$ cat config.mk
export PLATFORM = sky130hd
export DESIGN_NAME = player_ctrl_flat
export DESIGN_NICKNAME = d
export VERILOG_FILES = /design/src/rtl/vga_game_pkg.sv /design/src/rtl/player_ctrl_if.sv /design/src/rtl/player_ctrl_motion_tick.sv /design/src/rtl/player_ctrl.sv /design/src/flat_wrapper.sv
export SDC_FILE = /design/constraint.sdc
export NUM_CORES = 1
export LEC_CHECK = 0
export CAP_MARGIN = 20
export CORE_MARGIN = 8
export CORE_UTILIZATION = 40
export DETAILED_ROUTE_END_ITERATION = 6
export RECOVER_POWER = 25
export SLEW_MARGIN = 20
export SYNTH_ARGS = -nofsm -noshare
export SYNTH_HDL_FRONTEND = slang
export SYNTH_SLANG_ARGS = --single-unit
$ cat constraint.sdc
create_clock -name clk -period 4.1 [get_ports clk]
set_input_delay 0.615 -clock clk [delete_from_list [all_inputs] [get_ports clk]]
set_output_delay 0.615 -clock clk [all_outputs]
set_load 0.05 [all_outputs]
$ cat src/rtl/vga_game_pkg.sv
// -----------------------------------------------------------------------------
// vga_game_pkg
// Shared types and constants for the VGA game peripheral blocks (player,
// missile, alien blocks).
//   PIX_W            : width of pixel row/column buses and position registers
//   H_RES / V_RES    : visible resolution
//   pix_t            : pixel coordinate type
//   missile_state_t  : missile state machine encoding
//   cnt_width()      : counter width helper that never returns zero
// -----------------------------------------------------------------------------
package vga_game_pkg;

    localparam int PIX_W = 12;
    localparam int H_RES = 640;
    localparam int V_RES = 480;

    typedef logic [PIX_W-1:0] pix_t;

    typedef enum logic [1:0] {
        IDLE   = 2'd0,
        LAUNCH = 2'd1,
        FLY    = 2'd2
    } missile_state_t;

    // A divide-by-1 counter still needs a one-bit register to exist.
    function automatic int cnt_width(input int div);
        return (div > 1) ? $clog2(div) : 1;
    endfunction

endpackage

$ cat src/rtl/player_ctrl_if.sv
// -----------------------------------------------------------------------------
// player_ctrl_if
// Bundles the scan position, button inputs, collision pulse and the sprite
// outputs of the player block.
//   master : scan/button/collision driver, consumer of the sprite outputs
//   slave  : the player block itself
// Signals:
//   pixel_row, pixel_column : current scan position
//   btn_left/right/fire     : debounced buttons
//   missile_hit             : one-cycle pulse, kills the missile
//   player_col              : left column of the cannon
//   missile_busy            : missile in flight (FSM not IDLE)
//   player_active/output    : cannon pixel enable / data (registered)
//   missile_active/output   : missile pixel enable / data (registered)
// -----------------------------------------------------------------------------
interface player_ctrl_if #(
    parameter int PIX_W = vga_game_pkg::PIX_W
);

    logic [PIX_W-1:0] pixel_row;
    logic [PIX_W-1:0] pixel_column;
    logic             btn_left;
    logic             btn_right;
    logic             btn_fire;
    logic             missile_hit;
    logic [PIX_W-1:0] player_col;
    logic             missile_busy;
    logic             player_active;
    logic [3:0]       player_output;
    logic             missile_active;
    logic [3:0]       missile_output;

    modport master (
        output pixel_row, pixel_column, btn_left, btn_right, btn_fire,
               missile_hit,
        input  player_col, missile_busy, player_active, player_output,
               missile_active, missile_output
    );

    modport slave (
        input  pixel_row, pixel_column, btn_left, btn_right, btn_fire,
               missile_hit,
        output player_col, missile_busy, player_active, player_output,
               missile_active, missile_output
    );

endinterface

$ cat src/rtl/player_ctrl_motion_tick.sv
// -----------------------------------------------------------------------------
// motion_tick
// Free-running divider producing a one-cycle tick every DIV clocks. Shared by
// the player block and the alien blocks to pace sprite motion.
//   clk  : pixel clock
//   rst  : synchronous active-high reset (counter restarts at 0)
//   tick : high for the one cycle in which the counter holds DIV-1
// DIV = 1 yields a tick on every cycle.
// -----------------------------------------------------------------------------
module motion_tick #(
    parameter int DIV = 525000
) (
    input  logic clk,
    input  logic rst,
    output logic tick
);
    import vga_game_pkg::*;

    localparam int CW = cnt_width(DIV);
    typedef logic [CW-1:0] cnt_t;
    localparam cnt_t LAST = cnt_t'(DIV - 1);

    cnt_t cnt_q;

    // NOTE: state registers use non-blocking assignments so every flop samples
    // pre-edge values regardless of process evaluation order.
    always_ff @(posedge clk) begin
        if (rst) begin
            cnt_q <= '0;
        end else if (cnt_q == LAST) begin
            cnt_q <= '0;
        end else begin
            cnt_q <= cnt_q + cnt_t'(1);
        end
    end

    assign tick = (cnt_q == LAST);

endmodule

$ cat src/rtl/player_ctrl.sv
// -----------------------------------------------------------------------------
// player_ctrl
// Player cannon and one-shot missile for the VGA game peripheral.
//   - Cannon column moves STEP pixels per motion tick while left or right is
//     held alone, clamped to [0, H_RES-SPRITE_W].
//   - Missile launches from the cannon centre, climbs MISSILE_STEP rows per
//     tick and dies at the top of the screen or on missile_hit.
//   - Cannon and missile pixel enable/data are registered (1-cycle latency
//     from the scan position).
// Ports:
//   clk  : pixel clock
//   rst  : synchronous active-high reset (also aborts a missile in flight)
//   bus  : player_ctrl_if.slave -- scan position, buttons, collision pulse,
//          player_col, missile_busy and the four pixel outputs
// Parameters: SPRITE_W must be >= 8 and even, SPRITE_H must be >= 5.
// Build option: define PLAYER_AUTOFIRE_EN to launch on a held fire button
// (level) instead of on its rising edge.
// -----------------------------------------------------------------------------
module player_ctrl #(
    parameter int         PIX_W        = vga_game_pkg::PIX_W,
    parameter int         H_RES        = vga_game_pkg::H_RES,
    parameter int         SPRITE_W     = 16,
    parameter int         SPRITE_H     = 10,
    parameter int         PLAYER_ROW   = 450,
    parameter int         STEP         = 4,
    parameter int         MOVE_DIV     = 525000,
    parameter int         MISSILE_H    = 6,
    parameter int         MISSILE_STEP = 8,
    parameter logic [3:0] PIX_VAL      = 4'hF
) (
    input  logic          clk,
    input  logic          rst,
    player_ctrl_if.slave  bus
);
    import vga_game_pkg::*;

    typedef logic [PIX_W-1:0] pos_t;
    // One extra bit so scan-minus-origin differences never wrap negative.
    typedef logic [PIX_W:0]   ext_t;

    localparam pos_t COL_RESET = pos_t'((H_RES - SPRITE_W) / 2);
    localparam ext_t COL_MAX   = ext_t'(H_RES - SPRITE_W);
    localparam ext_t STEP_X    = ext_t'(STEP);
    localparam pos_t HALF_W    = pos_t'(SPRITE_W / 2);
    localparam pos_t M_START   = pos_t'(PLAYER_ROW - MISSILE_H);
    localparam pos_t M_STEP    = pos_t'(MISSILE_STEP);
    localparam ext_t ROW_TOP   = ext_t'(PLAYER_ROW);
    localparam ext_t ROW_END   = ext_t'(PLAYER_ROW + SPRITE_H);
    localparam ext_t SW_X      = ext_t'(SPRITE_W);
    localparam ext_t HALF_X    = ext_t'(SPRITE_W / 2);
    localparam ext_t MH_X      = ext_t'(MISSILE_H);
    localparam ext_t R2_X      = ext_t'(2);
    localparam ext_t R3_X      = ext_t'(3);
    localparam ext_t C2_LO     = ext_t'(3);
    localparam ext_t C2_HI     = ext_t'(SPRITE_W - 3);
    localparam ext_t C3_LO     = ext_t'(2);
    localparam ext_t C3_HI     = ext_t'(SPRITE_W - 2);

    // ------------------------------------------------------------------
    // Motion pacing
    // ------------------------------------------------------------------
    logic tick;

    motion_tick #(
        .DIV (MOVE_DIV)
    ) u_motion_tick (
        .clk  (clk),
        .rst  (rst),
        .tick (tick)
    );

    // ------------------------------------------------------------------
    // Cannon position
    // ------------------------------------------------------------------
    pos_t player_col_q;
    pos_t player_col_d;
    ext_t pcol_x;
    ext_t col_sum;
    ext_t col_dif;

    always_comb begin
        // NOTE: every combinational output gets a default first so no path
        // through the block leaves it unassigned (which would infer a latch).
        player_col_d = player_col_q;
        pcol_x       = {1'b0, player_col_q};
        col_sum      = pcol_x + STEP_X;
        col_dif      = pcol_x - STEP_X;
        if (tick) begin
            if (bus.btn_left && !bus.btn_right) begin
                player_col_d = (pcol_x >= STEP_X) ? col_dif[PIX_W-1:0] : '0;
            end else if (bus.btn_right && !bus.btn_left) begin
                player_col_d = (col_sum >= COL_MAX) ? COL_MAX[PIX_W-1:0]
                                                    : col_sum[PIX_W-1:0];
            end
        end
    end

    // NOTE: reset is synchronous, so it is just the highest-priority branch
    // inside the clocked process and rst is absent from the sensitivity list.
    always_ff @(posedge clk) begin
        if (rst) begin
            player_col_q <= COL_RESET;
        end else begin
            player_col_q <= player_col_d;
        end
    end

    // ------------------------------------------------------------------
    // Launch request
    // ------------------------------------------------------------------
    logic launch_req;

`ifdef PLAYER_AUTOFIRE_EN
    // Held button relaunches as soon as the FSM is back in IDLE.
    assign launch_req = bus.btn_fire;
`else
    logic btn_fire_q;

    always_ff @(posedge clk) begin
        if (rst) begin
            btn_fire_q <= 1'b0;
        end else begin
            btn_fire_q <= bus.btn_fire;
        end
    end

    // Only a fresh press launches; a press while busy is simply lost.
    assign launch_req = bus.btn_fire & ~btn_fire_q;
`endif

    // ------------------------------------------------------------------
    // Missile state machine
    // ------------------------------------------------------------------
    missile_state_t state_q;
    missile_state_t state_d;
    pos_t           m_col_q;
    pos_t           m_col_d;
    pos_t           m_row_q;
    pos_t           m_row_d;
    logic           busy;

    always_comb begin
        state_d = state_q;
        m_col_d = m_col_q;
        m_row_d = m_row_q;
        unique case (state_q)
            IDLE: begin
                if (launch_req) begin
                    state_d = LAUNCH;
                    m_col_d = player_col_q + HALF_W;
                    m_row_d = M_START;
                end
            end
            LAUNCH: begin
                // Hit outranks the tick: the missile dies where it is.
                if (bus.missile_hit) begin
                    state_d = IDLE;
                end else if (tick) begin
                    state_d = FLY;
                end
            end
            FLY: begin
                if (bus.missile_hit) begin
                    state_d = IDLE;
                end else if (tick) begin
                    if (m_row_q < M_STEP) begin
                        state_d = IDLE;
                    end else begin
                        m_row_d = m_row_q - M_STEP;
                    end
                end
            end
            default: state_d = IDLE;
        endcase
    end

    always_ff @(posedge clk) begin
        if (rst) begin
            state_q <= IDLE;
            m_col_q <= '0;
            m_row_q <= '0;
        end else begin
            state_q <= state_d;
            m_col_q <= m_col_d;
            m_row_q <= m_row_d;
        end
    end

    assign busy = (state_q != IDLE);

    // ------------------------------------------------------------------
    // Pixel generation
    // ------------------------------------------------------------------
    ext_t row_x;
    ext_t col_x;
    ext_t r_x;
    ext_t c_x;
    ext_t mrow_x;
    ext_t mcol_x;
    logic in_box;
    logic shape_lit;
    logic on_missile;

    always_comb begin
        row_x  = {1'b0, bus.pixel_row};
        col_x  = {1'b0, bus.pixel_column};
        mrow_x = {1'b0, m_row_q};
        mcol_x = {1'b0, m_col_q};
        r_x    = row_x - ROW_TOP;
        c_x    = col_x - pcol_x;

        in_box = (row_x >= ROW_TOP) && (row_x < ROW_END) &&
                 (col_x >= pcol_x)  && (col_x < pcol_x + SW_X);

        // Cannon silhouette: 2-row barrel, two tapering rows, solid base.
        // Only meaningful when in_box is set.
        shape_lit = 1'b1;
        if (r_x < R2_X) begin
            shape_lit = (c_x == HALF_X);
        end else if (r_x == R2_X) begin
            shape_lit = (c_x >= C2_LO) && (c_x <= C2_HI);
        end else if (r_x == R3_X) begin
            shape_lit = (c_x >= C3_LO) && (c_x <= C3_HI);
        end

        on_missile = busy && (col_x == mcol_x) &&
                     (row_x >= mrow_x) && (row_x < mrow_x + MH_X);
    end

    logic       player_active_q;
    logic [3:0] player_output_q;
    logic       missile_active_q;
    logic [3:0] missile_output_q;

    always_ff @(posedge clk) begin
        if (rst) begin
            player_active_q  <= 1'b0;
            player_output_q  <= 4'h0;
            missile_active_q <= 1'b0;
            missile_output_q <= 4'h0;
        end else begin
            player_active_q  <= in_box;
            player_output_q  <= (in_box && shape_lit) ? PIX_VAL : 4'h0;
            missile_active_q <= on_missile;
            missile_output_q <= on_missile ? PIX_VAL : 4'h0;
        end
    end

    assign bus.player_col     = player_col_q;
    assign bus.missile_busy   = busy;
    assign bus.player_active  = player_active_q;
    assign bus.player_output  = player_output_q;
    assign bus.missile_active = missile_active_q;
    assign bus.missile_output = missile_output_q;

endmodule

$ cat src/flat_wrapper.sv
// flat-port wrapper written by rule: the top's interface ports become plain ports
module player_ctrl_flat import vga_game_pkg::*;
#(
    parameter int         PIX_W        = vga_game_pkg::PIX_W,
    parameter int         H_RES        = vga_game_pkg::H_RES,
    parameter int         SPRITE_W     = 16,
    parameter int         SPRITE_H     = 10,
    parameter int         PLAYER_ROW   = 450,
    parameter int         STEP         = 4,
    parameter int         MOVE_DIV     = 525000,
    parameter int         MISSILE_H    = 6,
    parameter int         MISSILE_STEP = 8,
    parameter logic [3:0] PIX_VAL      = 4'hF
)
  (clk, rst, bus_pixel_row, bus_pixel_column, bus_btn_left, bus_btn_right, bus_btn_fire, bus_missile_hit, bus_player_col, bus_missile_busy, bus_player_active, bus_player_output, bus_missile_active, bus_missile_output);
  player_ctrl_if #(.PIX_W(PIX_W)) bus_i ();
  input  logic clk;
  input  logic rst;
  input wire logic [$bits(bus_i.pixel_row)-1:0] bus_pixel_row;
  input wire logic [$bits(bus_i.pixel_column)-1:0] bus_pixel_column;
  input wire logic [$bits(bus_i.btn_left)-1:0] bus_btn_left;
  input wire logic [$bits(bus_i.btn_right)-1:0] bus_btn_right;
  input wire logic [$bits(bus_i.btn_fire)-1:0] bus_btn_fire;
  input wire logic [$bits(bus_i.missile_hit)-1:0] bus_missile_hit;
  output wire logic [$bits(bus_i.player_col)-1:0] bus_player_col;
  output wire logic [$bits(bus_i.missile_busy)-1:0] bus_missile_busy;
  output wire logic [$bits(bus_i.player_active)-1:0] bus_player_active;
  output wire logic [$bits(bus_i.player_output)-1:0] bus_player_output;
  output wire logic [$bits(bus_i.missile_active)-1:0] bus_missile_active;
  output wire logic [$bits(bus_i.missile_output)-1:0] bus_missile_output;
  assign bus_i.pixel_row = bus_pixel_row;
  assign bus_i.pixel_column = bus_pixel_column;
  assign bus_i.btn_left = bus_btn_left;
  assign bus_i.btn_right = bus_btn_right;
  assign bus_i.btn_fire = bus_btn_fire;
  assign bus_i.missile_hit = bus_missile_hit;
  assign bus_player_col = bus_i.player_col;
  assign bus_missile_busy = bus_i.missile_busy;
  assign bus_player_active = bus_i.player_active;
  assign bus_player_output = bus_i.player_output;
  assign bus_missile_active = bus_i.missile_active;
  assign bus_missile_output = bus_i.missile_output;
  player_ctrl #(.PIX_W(PIX_W), .H_RES(H_RES), .SPRITE_W(SPRITE_W), .SPRITE_H(SPRITE_H), .PLAYER_ROW(PLAYER_ROW), .STEP(STEP), .MOVE_DIV(MOVE_DIV), .MISSILE_H(MISSILE_H), .MISSILE_STEP(MISSILE_STEP), .PIX_VAL(PIX_VAL)) u_core (.clk(clk), .rst(rst), .bus(bus_i));
endmodule
==> flow_metrics.env <==
export IMPL_status="finished, violations left"
export IMPL_violations="max-capacitance violations, max-slew violations"
export IMPL_finalCritPeriodShare=0.744
export IMPL_portBuffers=50
export IMPL_globalplace_congestion=0.877
export IMPL_clk_pin_slew_worst_paths_ps=80
export IMPL_layout_drive_gt1_share=0.0354
export IMPL_cts_root_buf="clkbuf_16"
export IMPL_clock_skew_ps=7.11
export IMPL_synth_top_family_by_area="simple AND/OR/NAND/NOR gates"
export IMPL_grt_max_degree=38
export IMPL_synth_seq_cells=56
export IMPL_critPathCaptureType="flop"
export IMPL_cts_made_buffers=5
export IMPL_layout_common_cells="nor2_1 (64), ha_1 (56), dfxtp_1 (56), xnor2_1 (47), nand2_1 (47)"
export IMPL_maxCapViolations=1
export IMPL_die_width_um=124
export IMPL_vias_per_cell=5.50
export IMPL_rsz0062_at_grt="no"
export IMPL_syn_area_um2=4630
export IMPL_dp_hpwl_um=9020
export IMPL_start_kind="input port"
export IMPL_min_period_ps=3050
export IMPL_grt_pass1_vias=4051
export IMPL_drc_errors=0
export IMPL_route_antenna_remaining_nets=0
export IMPL_avgSynthCellArea_um2=7.88
export IMPL_syn_inst=587
export IMPL_die_area_um2=15300
export IMPL_hold_ws_ps=468
export IMPL_post_cts_buffers=0
export IMPL_layout_nets=707
export IMPL_core_um2=11400
export IMPL_syn_to_final_growth_pct=15.5
export IMPL_hold_viol=0
export IMPL_antenna_found_initial=0
export IMPL_yosysUniqueCellTypes=63
export IMPL_drt_iter0_markers=282
export IMPL_yosys_area_share_simple=0.245
export IMPL_worst_slew_pin_slew_ps=1700
export IMPL_grtUsageTotal=0.153
export IMPL_critPathMaxFanout=37
export IMPL_fmax_mhz=328
export IMPL_synth_edf_count=0
export IMPL_num_antenna_cells=0
export IMPL_cts_sinks=56
export IMPL_start_util=0.407
export IMPL_seq_area_frac_synth=0.242
export IMPL_wl_per_cell_um=15.0
export IMPL_setup_tns_ps=0
export IMPL_clk_latency_ps=290
export IMPL_ctsHoldBuffers=0
export IMPL_crit_type="input port to flop"
export IMPL_post_cts_resized=0
export IMPL_route_vias_total=4211
export IMPL_cts_max_level=2
export IMPL_synth_main_ff_cell="dfxtp_1"
export IMPL_die_y_um=124
export IMPL_synth_mux_area_frac=0.00243
export IMPL_yosys_warnings=0
export IMPL_first_pass_iters=5
export IMPL_grt_pass1_wl_um=19300
export IMPL_synth_compound_area_share=0.177
export IMPL_mostFrequentLayoutCell="nor2_1"
export IMPL_worst_ep_required_time_ps=4250
export IMPL_synth_xor_area_frac=0.123
export IMPL_slew_violations=38
export IMPL_slew_headroom=-0.133
export IMPL_clk_path_buf_depth=2
export IMPL_total_leakage_power_nw=2.04
export IMPL_irDropWorstVdd_uv=240
export IMPL_wl_um=11500
export IMPL_setup_viol=0
export IMPL_rows=39
export IMPL_hold_path_class="flop to flop"
export IMPL_tritoncts="yes"
export IMPL_ioPinCount=53
export IMPL_async_reset_ff_frac=0
export IMPL_worst_ep_arrival_time_ps=3200
export IMPL_grt_overflow_total=0
export IMPL_synth_adder_area_share=0.151
export IMPL_power_density_nw_per_um2=241
## sequential cells by signal, indices dropped and copies added, names as in the netlist
| register | cells |
|---|---|
| u_core.btn_fire_q | 1 |
| u_core.m_row_q | 10 |
| u_core.bus.player_active | 1 |
| u_core.u_motion_tick.cnt_q | 20 |
| u_core.m_col_q | 10 |
| u_core.bus.player_col | 10 |
| u_core.bus.missile_output | 1 |
| u_core.bus.player_output | 1 |
| u_core.state_q | 2 |
## cell families (layout without fill, tap and decap cells)
logic type,Yosys count,after routing
compound gates,127,127
xor+xnor,65,65
fa+ha+maj,56,56
buf+inv,62,95
flops,56,56
mux,1,1
other cells,2,4
simple gates,218,218
## metrics by stage
stage	power (mW)	setup WS [ps]	util	instances	instance area, um2
2_1_floorplan	0.770	1100	-	589	4640
3_3_place_gp	0.850	1090	0.457	757	5200
3_5_place_dp	0.856	1020	0.457	757	5200
4_1_cts	1.30	1170	0.471	765	5350
5_1_grt	1.36	725	0.470	765	5350
6_report	1.29	1050	0.470	765	5350
## power breakdown
part	total, mW	leakage, nW	internal [mW]	switching (mW)
Clock	0.446	0.0719	0.233	0.214
Combinational	0.264	1.51	0.119	0.144
Sequential	0.581	0.456	0.562	0.0188
Total	1.29	2.04	0.914	0.377
## cells in the mapped netlist, types with 11 or more instances
cell type | n | share of area
a31oi_1 | 11 | 0.015
nor2_1 | 64 | 0.052
xor2_1 | 18 | 0.034
nand4_1 | 14 | 0.019
nand3_1 | 15 | 0.016
dfxtp_1 | 56 | 0.24
clkbuf_1 | 18 | 0.015
a211oi_1 | 14 | 0.023
ha_1 | 56 | 0.15
inv_1 | 33 | 0.027
nor3_1 | 20 | 0.022
o21ai_0 | 19 | 0.021
a21oi_1 | 42 | 0.045
nand2_1 | 47 | 0.038
xnor2_1 | 47 | 0.089
## layout make-up
class | instances | area [um2]
fill | 1158 | 6020
multi-input combinational | 471 | 3250
sequential | 56 | 1120
timing repair buffer | 53 | 519
tap | 143 | 179
inverter | 34 | 128
clock buffer | 5 | 125
clock inverter | 3 | 27.5
## final timing paths
| check | slack [ps] | depth (start not counted) | end | startpoint |
|---|---|---|---|---|
| min reg2reg | 470 | 1 | u_core.u_motion_tick.cnt_q[0] | u_core.u_motion_tick.cnt_q[0] |
| max reg2reg | 1150 | 9 | u_core.bus.player_col[6] | u_core.bus.player_col[2] |
| min | 470 | 1 | u_core.u_motion_tick.cnt_q[0] | u_core.u_motion_tick.cnt_q[0] |
| max | 1050 | 4 | u_core.u_motion_tick.cnt_q[4] | rst |
## metal layers
layer  routed length [um]  global-route usage  vias up
met2                 5120               0.250      100
met3                  696              0.0283        8
met1                 5590               0.208     1948
li1                     -                   -     2155
met5                    0                   0        -
met4                   97              0.0241        0
## critical path, cell delays in order
cell and delay, ps:
dlygate4sd3_1 550, clkbuf_1 1230, nand2b_1 680, nor2_1 110
(Power assumes the default switching activity.)
